===== config.mk =====
export PLATFORM = sky130hd
export DESIGN_NAME = nrzi_decoder
export DESIGN_NICKNAME = d
export VERILOG_FILES = /design/src/rtl/usb_pkg.sv /design/src/rtl/nrzi_decoder.sv
export SDC_FILE = /design/constraint.sdc
export NUM_CORES = 1
export LEC_CHECK = 0
export CAP_MARGIN = 20
export CORE_AREA = 10 10 47 49
export DETAILED_ROUTE_END_ITERATION = 8
export DIE_AREA = 0 0 57 59
export REMOVE_ABC_BUFFERS = 1
export SLEW_MARGIN = 20
export SYNTH_ARGS = -nofsm -noshare
export SYNTH_HDL_FRONTEND = slang
export SYNTH_SLANG_ARGS = --single-unit

===== constraint.sdc =====
create_clock -name clk -period 1.5 [get_ports clk]
set_clock_uncertainty 0.1 [all_clocks]
set_input_delay 0.15 -clock clk [delete_from_list [all_inputs] [get_ports clk]]
set_output_delay 0.15 -clock clk [all_outputs]
set_load 0.05 [all_outputs]

===== src/rtl/usb_pkg.sv =====
// Shared USB receive-path definitions: NRZI decoder state type and line constants.
package usb_pkg;

  typedef enum logic [1:0] {
    IDLE,
    ACTIVE,
    ERROR
  } nrzi_dec_state_t;

  localparam int unsigned USB_STUFF_LEN  = 6;
  localparam logic        USB_IDLE_LEVEL = 1'b0;

endpackage


===== src/rtl/nrzi_decoder.sv =====
// USB NRZI receive decoder with bit-unstuffing and stuff-violation detection.
// Optional NRZI_DEC_STATS_EN adds saturating bit_count / err_count outputs.
module nrzi_decoder
  import usb_pkg::*;
#(
  parameter int unsigned STUFF_LEN  = USB_STUFF_LEN,
  parameter logic        IDLE_LEVEL = USB_IDLE_LEVEL
) (
  input  logic        clk,
  input  logic        rst,
  input  logic        sync_clr,
  input  logic        bit_valid,
  input  logic        line_bit,
  output logic        data_bit,
  output logic        data_valid,
  output logic        stuff_err,
`ifdef NRZI_DEC_STATS_EN
  output logic [15:0] bit_count,
  output logic [15:0] err_count,
`endif
  output logic        active
);

  localparam int unsigned CntW = $clog2(STUFF_LEN + 1);
  localparam logic [CntW-1:0] StuffMax = CntW'(STUFF_LEN);

  nrzi_dec_state_t state_q, state_d;
  logic            prev_q, prev_d;
  logic [CntW-1:0] ones_q, ones_d;
  logic            data_bit_q, data_bit_d;
  logic            valid_q, valid_d;
  logic            err_q, err_d;
  logic            dec;

  // No transition on the line decodes as a 1.
  assign dec = (line_bit == prev_q);

  always_comb begin
    state_d    = state_q;
    prev_d     = prev_q;
    ones_d     = ones_q;
    data_bit_d = data_bit_q;
    valid_d    = 1'b0;
    err_d      = 1'b0;
    if (sync_clr) begin
      // Packet start discards any coincident sample.
      state_d = ACTIVE;
      prev_d  = IDLE_LEVEL;
      ones_d  = '0;
    end else if (bit_valid) begin
      prev_d = line_bit;
      unique case (state_q)
        ACTIVE: begin
          if (ones_q < StuffMax) begin
            data_bit_d = dec;
            valid_d    = 1'b1;
            ones_d     = dec ? ones_q + 1'b1 : '0;
          end else if (!dec) begin
            ones_d = '0;
          end else begin
            err_d   = 1'b1;
            ones_d  = '0;
            state_d = ERROR;
          end
        end
        IDLE, ERROR: ;
        default: state_d = IDLE;
      endcase
    end
  end

  always_ff @(posedge clk) begin
    if (rst) begin
      state_q    <= IDLE;
      prev_q     <= IDLE_LEVEL;
      ones_q     <= '0;
      data_bit_q <= 1'b0;
      valid_q    <= 1'b0;
      err_q      <= 1'b0;
    end else begin
      state_q    <= state_d;
      prev_q     <= prev_d;
      ones_q     <= ones_d;
      data_bit_q <= data_bit_d;
      valid_q    <= valid_d;
      err_q      <= err_d;
    end
  end

  assign data_bit   = data_bit_q;
  assign data_valid = valid_q;
  assign stuff_err  = err_q;
  assign active     = (state_q == ACTIVE);

`ifdef NRZI_DEC_STATS_EN
  logic [15:0] bit_count_q, err_count_q;

  // Counters track the pulses being registered this cycle and survive sync_clr.
  always_ff @(posedge clk) begin
    if (rst) begin
      bit_count_q <= '0;
      err_count_q <= '0;
    end else begin
      if (valid_d && bit_count_q != 16'hFFFF) bit_count_q <= bit_count_q + 16'd1;
      if (err_d && err_count_q != 16'hFFFF) err_count_q <= err_count_q + 16'd1;
    end
  end

  assign bit_count = bit_count_q;
  assign err_count = err_count_q;
`endif

endmodule


-- After elaboration in Yosys (flattened, before gate mapping)
Cells that the tools add are included.
- bits in registers: 9
- latch bits: 0
- memory bits (writable): 0
- memory bits (read-only): 0
- memories kept: 0
- $add $sub $neg: 1
- $mul: 0
- divide/modulo/power cells: 0
- magnitude comparators: 1
- equal/unequal tests: 8
- shift-type cells: 0
- mux-type cells: 9
- bitwise gates (word level): 4
- reduce and logical (&&, ||, !) cells: 10
- operators with widths (cell ; number):
    AND reduction 4 bit ; 3
    two-way mux 3 bit ; 2
    OR reduction 5 bit ; 1
    two-way mux 1 bit ; 4
    two-way mux 2 bit ; 2
    inequality test 2 bit (second input constant) ; 2
    inverter 1 bit ; 4
    case mux 2 bit (2 select lines) ; 1
    OR reduction 2 bit ; 2
    OR reduction 4 bit ; 1
    adder 3 x 1 -> 3 bit (second input constant) ; 1
    < comparator 3 bit (second input constant) ; 1
    inequality test 3 x 2 -> 1 bit (second input constant) ; 1
    inequality test 3 bit (second input constant) ; 1
    equality test 2 x 1 -> 1 bit (second input constant) ; 1
    equality test 2 bit (second input constant) ; 1
    logical NOT 2 bit ; 1
    inequality test 2 x 1 -> 1 bit (second input constant) ; 1
    AND reduction 2 bit ; 1
    nonzero test 2 bit ; 1
    equality test 1 bit ; 1

-- Logic depth before layout (Yosys ltp)
Gate-level depths: netlist (run 1).
- depth in word-level cells: 6
- mapped depth: 4
- mapped depth without buffers: 4

-- Worst setup path before layout (run 1)
OpenSTA, ideal clock, no wires.
- path kind: register to register
- start point: register state_q[0]
- end point: register state_q[0]
- library setup time: 0.059 ns
- arrival time: 1.478 ns
- setup slack: -0.137 ns
- stages on the path, launching flop included: 4
- path through: dfxtp_1 nor2b_1 a21boi_2 o31a_1
- RTL lines (item ; RTL line ; RTL):
    from (decl) ; nrzi_decoder.sv:27 ; nrzi_dec_state_t state_q, state_d;
    from (signal assigned) ; nrzi_decoder.sv:81 ; state_q <= state_d;
    equality test 2 x 1 -> 1 bit (*) ; - ;
    named net active ; nrzi_decoder.sv:21 ; output logic active
    case mux 2 bit (2 select lines) ; nrzi_decoder.sv:52 ; unique case (state_q)
    two-way mux 1 bit ; nrzi_decoder.sv:50 ; end else if (bit_valid) begin
    two-way mux 1 bit ; nrzi_decoder.sv:45 ; if (sync_clr) begin
Mark *: on every way through the listed nets, which the timed path passes. The rest lies on a longest branch. The select of a mux whose other input is x is not followed.
A chain may end at the register's enable or synchronous reset.

-- Worst setup path after layout (run 1)
- start point: register state_q[0]
- end point: output port active
- cells in the longest elaborated chain, start to end: 1
- ends and longest elaborated chain (item ; RTL line ; RTL):
    equality test 2 x 1 -> 1 bit ; nrzi_decoder.sv:93 ; assign active = (state_q == ACTIVE);
    to (decl) ; nrzi_decoder.sv:21 ;
Every way passes these cells.

==> results.toml, run 1 <==
[sta]
slew_violations = 0
hold_violations = 0
timing.fmax_mhz = 746
finalSetupViolCount = 0
rsz0062_at_grt = "false"
layout_min_cycle_time_ns = 1.34
relSlewSlack = 0.833
worst_pin_slew_ns = 0.250
setup-tns-final_ns = 0
period_share = 0.894

[logic_synthesis]
ys_seq_elements = 9
synth_edf_count = 0
ys.flop_type = "dfxtp_1"
avgSynthCellArea_um2 = 9.41
synthTopCellsByArea = "dfxtp_1, nand4b_1, a21oi_1"
synth.top_cells.by_count = "dfxtp_1, a21oi_1, nand2_1, nand4b_1, nor2_1"
netlist_area_um2 = 414
yosysTopAreaCell = "dfxtp_1"
synth_top_area_frac = 0.435
synth_cell_types = 26
yosysSeqAreaShare = 0.435
async_reset_ff_frac = 0
yosys.cell_count.top_type = "dfxtp_1"
postSynthCellCount = 44
ys_warn_count = 0

[power]
peakVddDrop_mv = 0.464
powerDensity_mw_per_mm2 = 909
p_leak_uw = 0.000217

[min_path]
hold_path.class = "input port to register"

[placement]
dpl_cell_area_um2 = 543
dp_hpwl_um = 676
place_inst = 69
gp_congestion = 0.803
port_buffers = 8

[route]
met1_length_um = 351
ant_nets = 0
routed-wl-met2_um = 430
drc = 0
drt-vias-per-instance = 5.05
wl_met3_um = 53
maxUsedRoutingLayer = "met4"
wl_um = 876
drt-wirelength-per-cell_um = 12.0
num_vias = 369
dr.pass1.iters = 4
drt_iter0_drc = 4

[global_routing]
antenna_found_initial = 0
grt.total_usage = 0.0598
gr-total-overflow = 0
grt_max_degree = 8
first_global_vias = 384
grt_first_pass_wirelength_mm = 1.56

[critical_path]
crit_end = "active"
cp.required_ns = 1.25
slowest_stage = "dfxtp_1"
path_max_fanout = 5
reg2reg_slack_ns = 0.27
rr_startpoint = "ones_q[1]"
critPathLaunch = "state_q[0]"
criticalPathCategory = "register to output pin"
cpPeakStageDelay_ns = 0.38
ff2ff_path_depth = 3
timing.rr.end = "state_q[0]"
cp-end-kind = "output pin"
critPathArrivalTime_ns = 1.09
startpoint_type = "register"
crit_chain = "nor2b_1, buf_12"

[finish]
nets = 64
final_area_um2 = 569
area_delta_synth_final_pct = 37.5
final_layout_size_suffix_gt1_frac = 0.228
multiInputGateArea_um2 = 221
final_cells = 73
seq_area_um2 = 180
antenna_cells = 0
nFillCells = 144

[run]
cap_violations = 0

[clock_network]
h-tree-depth = 1
cts.repair.resized = 0
cts-hold-fix-buffers = 0
cts.sink_count = 9
insertion_delay_ns = 0.26
cts_setup_buffers = 0
cts_tree = "built"
cts-root-buf = "clkbuf_4"
clock_path_buffers = 2
clkSlewWorstSetupHoldPaths_ns = 0.06
cts_buffers = 3

[floorplan]
coreArea_mm2 = 0.00140
die_area_mm2 = 0.00336
die_h_um = 59
pin_count = 9
num_rows = 14
start_util = 0.296
dieWidth_um = 57

[outcome]
status = "finished, final reports clean"
## how the worst min path moves through the flow
stage              start        end  cells past startpoint
5_1_grt              rst   data_bit                      2
3_5_place_dp   ones_q[0]  ones_q[0]                      2
4_1_cts              rst   data_bit                      2
3_3_place_gp   ones_q[0]  ones_q[0]                      2
6_report             rst   data_bit                      2
2_1_floorplan        rst   data_bit                      1
## cell type report
class                   instances  share of cell area
multi-input cells              32               0.389
flip-flops and latches          9               0.316
repair buffers                 11               0.207
clock buffers                   4              0.0462
well taps                      16              0.0352
inverters                       1             0.00659
## cell families after synthesis
family / after synthesis / synth area share
AO/OA/AOI/OAI: 10 / 0.166
XOR/XNOR: 1 / 0.0393
adder cells (fa/ha/maj): 1 / 0.0302
buffers and inverters: 3 / 0.0302
flip-flops: 9 / 0.435
multiplexers: 1 / 0.0242
AND/OR/NAND/NOR: 19 / 0.275
## placed cells by master (no fill, tap or decap), types with 2 or more instances in the layout
master and count:
nand4b_1 3, nor2b_1 2, a21oi_1 4, clkdlybuf4s50_1 4, clkbuf_4 3, nor2_1 3, nand2_1 3, buf_12 2
dfxtp_1 9, buf_4 5
## registers in the layout (all words and copies together) (netlist names)
signal,cells
ones_q,3
data_valid,1
stuff_err,1
prev_q,1
state_q,2
data_bit,1
## per-layer routing
metal / vias to the layer above / GRT usage
met2: 11 / 0.102
met4: 0 / 0.0604
met1: 169 / 0.0502
li1: 184 / -
met5: - / 0
met3: 5 / 0.0258
## worst max-delay path: cells and delay by family, from the launching register on
family / cells / cell delay (ns)
DFF: 1 / 0.38
buffers and inverters: 1 / 0.18
and+or+nand+nor: 1 / 0.27
## stage by stage
step           utilization  power (uW)  worst slack [ns]  hold slack [ns]
2_1_floorplan            -         292            -0.137            0.119
3_3_place_gp         0.388         334            0.0896            0.372
3_5_place_dp         0.388         334            0.0711            0.380
4_1_cts              0.406         529             0.134            0.376
5_1_grt              0.406         548            0.0601            0.386
6_report             0.406         517             0.160            0.387
## power by group
| group | internal [uW] | leakage, uW | switching [uW] | total (uW) |
|---|---|---|---|---|
| combinational | 40.7 | 0.000129 | 38.9 | 79.6 |
| sequential | 244 | 0.0000731 | 4.74 | 249 |
| clock | 103 | 0.0000150 | 86.4 | 189 |
| total | 387 | 0.000217 | 130 | 517 |
(Power assumes the default switching activity.)
==> inputs of run 2 (changes only) <==
==> constraint.sdc (replaced) <==
create_clock -name clk -period 1.5 [get_ports clk]
set_clock_uncertainty 0.1 [all_clocks]
set_input_delay 0.15 -clock clk [delete_from_list [all_inputs] [get_ports clk]]
set_output_delay 0.15 -clock clk [all_outputs]
set_load 0.1 [all_outputs]
==> results.toml, run 2 (synthesis results as in run 1) <==
[power]
p_sw_uw = 137
sequentialPowerShare = 0.474
combPwrFrac = 0.180
powerDensity_mw_per_mm2 = 885
p_sw_frac = 0.261
p_leak_uw = 0.000222
pwr-share-clk = 0.346
peakVddDrop_mv = 0.532
internal_power_uw = 389

[route]
dr.pass1.iters = 3
drt-wirelength-per-cell_um = 11.8
num_vias = 349
maxUsedRoutingLayer = "met4"
drc = 0
drt-vias-per-instance = 4.78
drt_iter0_drc = 3
met1_length_um = 355
routed-wl-met2_um = 453
wl_um = 860
wl_met3_um = 34
ant_nets = 0

[sta]
holdWs_ns = 0.380
worst_pin_slew_ns = 0.244
fin_ws_ns = 0.140
period_share = 0.907
hold_violations = 0
slew_violations = 0
rsz0062_at_grt = "false"
timing.fmax_mhz = 735
finalSetupViolCount = 0
layout_min_cycle_time_ns = 1.36
setup-tns-final_ns = 0
relSlewSlack = 0.837

[critical_path]
cpPeakStageDelay_ns = 0.37
slowest_stage = "dfxtp_1"
reg2reg_slack_ns = 0.28
startpoint_type = "register"
cp.required_ns = 1.25
path_max_fanout = 5
criticalPathCategory = "register to output pin"
crit_chain = "nor2b_1, buf_12"
cp-end-kind = "output pin"
critPathArrivalTime_ns = 1.11

[placement]
place_ws_ns = 0.0810
dpl_cell_area_um2 = 568
dp_hpwl_um = 687
port_buffers = 8
gp_congestion = 0.793
place_inst = 69

[finish]
nFillCells = 142
mostFrequentLayoutCells = "dfxtp_1, a21oi_1, clkdlybuf4s50_1, buf_12"
layout_commonest_cell = "dfxtp_1"
nets = 64
final_cells = 73
reg.largest.list = "ones_q x3, state_q x2"
largest_reg_flops = 3
area_delta_synth_final_pct = 43.5
final_layout_size_suffix_gt1_frac = 0.228
final_area_um2 = 594
antenna_cells = 0
largest-register = "ones_q"

[floorplan]
pin_count = 9
dieWidth_um = 57
coreArea_mm2 = 0.00140
num_rows = 14
start_util = 0.296
die_area_mm2 = 0.00336
die_h_um = 59

[clock_network]
cts_tree = "built"
cts-hold-fix-buffers = 0
cts.sink_count = 9
cts-root-buf = "clkbuf_4"
cts_setup_buffers = 0
clock_path_buffers = 2
h-tree-depth = 1
insertion_delay_ns = 0.26
cts.repair.resized = 0
cts_buffers = 3
clkSlewWorstSetupHoldPaths_ns = 0.06

[global_routing]
gr-total-overflow = 0
antenna_found_initial = 0
grt_max_degree = 8
first_global_vias = 372
grt.total_usage = 0.0562
grt_first_pass_wirelength_mm = 1.46

[run]
cap_violations = 0

[outcome]
status = "finished, final reports clean"

[min_path]
hold_path.class = "register to register"
==> run 2: cell counts in the layout (fill, tap and decap cells not counted) <==
No cell type changed its count.
==> run 2: final timing paths <==
path / start / endpoint / depth (start not counted)
setup / recovery: state_q[0] / active / 2
hold reg to reg: ones_q[0] / ones_q[0] / 2
setup reg to reg: ones_q[1] / state_q[0] / 3
hold / removal: ones_q[0] / ones_q[0] / 2
==> run 2: area by class of cell <==
cell class / instances / area (um2) / area share
Clock buffer: 4 / 26.3 / 0.0442
Timing Repair Buffer: 11 / 143 / 0.240
Multi-Input combinational cell: 32 / 221 / 0.373
Inverter: 1 / 3.75 / 0.00632
Tap cell: 16 / 20.0 / 0.0337
Sequential cell: 9 / 180 / 0.303
==> run 2: per-stage QoR <==
step | util | total power [uW]
2_1_floorplan | - | 306
3_3_place_gp | 0.405 | 350
3_5_place_dp | 0.405 | 350
4_1_cts | 0.424 | 535
5_1_grt | 0.424 | 553
6_report | 0.424 | 526
==> run 2: layer usage <==
layer,vias up,track usage
met5,-,0
met2,6,0.0992
met1,156,0.0476
li1,185,-
met4,0,0.0503
met3,2,0.0236
==> run 2: critical path: cells and delay by family (launching register included) <==
| family | cells | cell delay (ns) |
|---|---|---|
| buffers and inverters | 1 | 0.21 |
| flip-flops | 1 | 0.37 |
| AND/OR/NAND/NOR | 1 | 0.27 |
==> run 2: power groups by stage <==
stage	combinational [uW]	clock, uW	sequential [uW]
floorplan	42.0	0	264
global placement	95.3	0	254
detailed placement	95.6	0	254
CTS	95.7	190	249
global route	101	202	249
finish	94.9	182	249
==> inputs of run 3 (changes only) <==
--- a/config.mk
+++ b/config.mk
@@ -6,9 +6,9 @@
 export NUM_CORES = 1
 export LEC_CHECK = 0
 export CAP_MARGIN = 20
-export CORE_AREA = 10 10 47 49
+export CORE_AREA = 4 4 41 43
 export DETAILED_ROUTE_END_ITERATION = 8
-export DIE_AREA = 0 0 57 59
+export DIE_AREA = 0 0 45 47
 export REMOVE_ABC_BUFFERS = 1
 export SLEW_MARGIN = 20
 export SYNTH_ARGS = -nofsm -noshare
==> results.toml, run 3 (synthesis results as in run 1) <==
[outcome]
status = "finished, final reports clean"

[global_routing]
gr-total-overflow = 0
grt_first_pass_wirelength_mm = 1.41
antenna_found_initial = 0
grt.total_usage = 0.0960
grt_max_degree = 8
first_global_vias = 318

[clock_network]
insertion_delay_ns = 0.26
cts.sink_count = 9
h-tree-depth = 1
clkSlewWorstSetupHoldPaths_ns = 0.06
cts_setup_buffers = 0
cts-hold-fix-buffers = 0
cts.repair.resized = 0
cts-root-buf = "clkbuf_4"
cts_buffers = 3
cts_tree = "built"
clock_path_buffers = 2

[power]
powerDensity_mw_per_mm2 = 915
internal_power_uw = 388
combPwrFrac = 0.173
p_sw_uw = 148
pwr-share-clk = 0.362
peakVddDrop_mv = 0.431
p_leak_uw = 0.000218
p_sw_frac = 0.276
sequentialPowerShare = 0.465

[sta]
finalSetupViolCount = 0
rsz0062_at_grt = "false"
worst_pin_slew_ns = 0.240
holdWs_ns = 0.370
period_share = 0.905
hold_violations = 0
fin_ws_ns = 0.142
timing.fmax_mhz = 736
relSlewSlack = 0.839
layout_min_cycle_time_ns = 1.36
slew_violations = 0

[finish]
largest-register = "ones_q"
final_layout_size_suffix_gt1_frac = 0.214
mostFrequentLayoutCells = "dfxtp_1, a21oi_1, clkdlybuf4s50_1, buf_12"
area_delta_synth_final_pct = 41.4
nets = 63
utilization = 0.450
reg.largest.list = "ones_q x3, state_q x2"
final_cells = 71
antenna_cells = 0
layout_commonest_cell = "dfxtp_1"
largest_reg_flops = 3
nFillCells = 132

[route]
met1_length_um = 352
routed-wl-met2_um = 385
maxUsedRoutingLayer = "met3"
wl_met3_um = 56
drt_iter0_drc = 4
ant_nets = 0
wl_um = 794
drt-vias-per-instance = 5.01
drt-wirelength-per-cell_um = 11.2
dr.pass1.iters = 4
drc = 0
num_vias = 356

[critical_path]
cp_num_cells = 2
crit_family = "flip-flops"
ff2ff_path_depth = 3
cp.required_ns = 1.25
critPathArrivalTime_ns = 1.11
cp-end-kind = "output pin"
reg2reg_slack_ns = 0.31
startpoint_type = "register"
slowest_stage = "dfxtp_1"
criticalPathCategory = "register to output pin"
rr_startpoint = "ones_q[1]"
crit_end = "active"
path_max_fanout = 5
critPathLaunch = "state_q[0]"
crit_chain = "nor2b_1, buf_12"
crit_buf_inv = 1
cpPeakStageDelay_ns = 0.37
timing.rr.end = "state_q[0]"

[floorplan]
pin_count = 9
num_rows = 13
dieWidth_um = 45
start_util = 0.318
die_area_mm2 = 0.00212
die_h_um = 47
coreArea_mm2 = 0.00130

[placement]
gp_congestion = 0.675
place_inst = 67
port_buffers = 8
place_ws_ns = 0.0518
dp_hpwl_um = 573

[run]
cap_violations = 0

[min_path]
hold_path.class = "input port to register"
[run 3: cell types whose count changed in the layout (fill, tap and decap cells not counted), sizes merged]
cell  change
buf       -1
[run 3: how the worst min path moves through the flow]
| stage | start | depth (start not counted) | end | slack [ns] |
|---|---|---|---|---|
| 2_1_floorplan | rst | 1 | data_bit | 0.12 |
| 3_3_place_gp | ones_q[0] | 2 | ones_q[0] | 0.38 |
| 3_5_place_dp | ones_q[0] | 2 | ones_q[0] | 0.38 |
| 4_1_cts | rst | 2 | data_bit | 0.37 |
| 5_1_grt | rst | 2 | data_bit | 0.40 |
| 6_report | rst | 2 | data_bit | 0.37 |
[run 3: stage by stage]
step | power [uW] | TNS (ns) | cell area [um2]
after floorplan | 306 | -1.31 | 405
after global placement | 347 | 0 | 559
after detailed placement | 347 | 0 | 559
after CTS | 544 | 0 | 586
after global routing | 561 | 0 | 586
final | 536 | 0 | 586
[run 3: cell type report]
class,count,area (um2),share of cell area
Clock buffer,4,26.3,0.0449
Inverter,1,3.75,0.00641
Multi-Input combinational cell,32,221,0.378
Sequential cell,9,180,0.308
Tap cell,15,18.8,0.0321
Timing Repair Buffer,10,135,0.231
[run 3: power by group through the flow]
stage	Clock [uW]	Combinational [uW]	Sequential, uW
floorplan	0	42.0	264
global placement	0	93.1	254
detailed placement	0	93.1	254
CTS	202	93.3	249
global route	214	98.5	249
finish	194	92.7	249
[run 3: per-layer routing]
| metal | vias to the layer above | track usage |
|---|---|---|
| met5 | - | 0 |
| met4 | 0 | 0.0702 |
| met3 | 0 | 0.0460 |
| met2 | 11 | 0.130 |
| met1 | 163 | 0.117 |
| li1 | 182 | - |
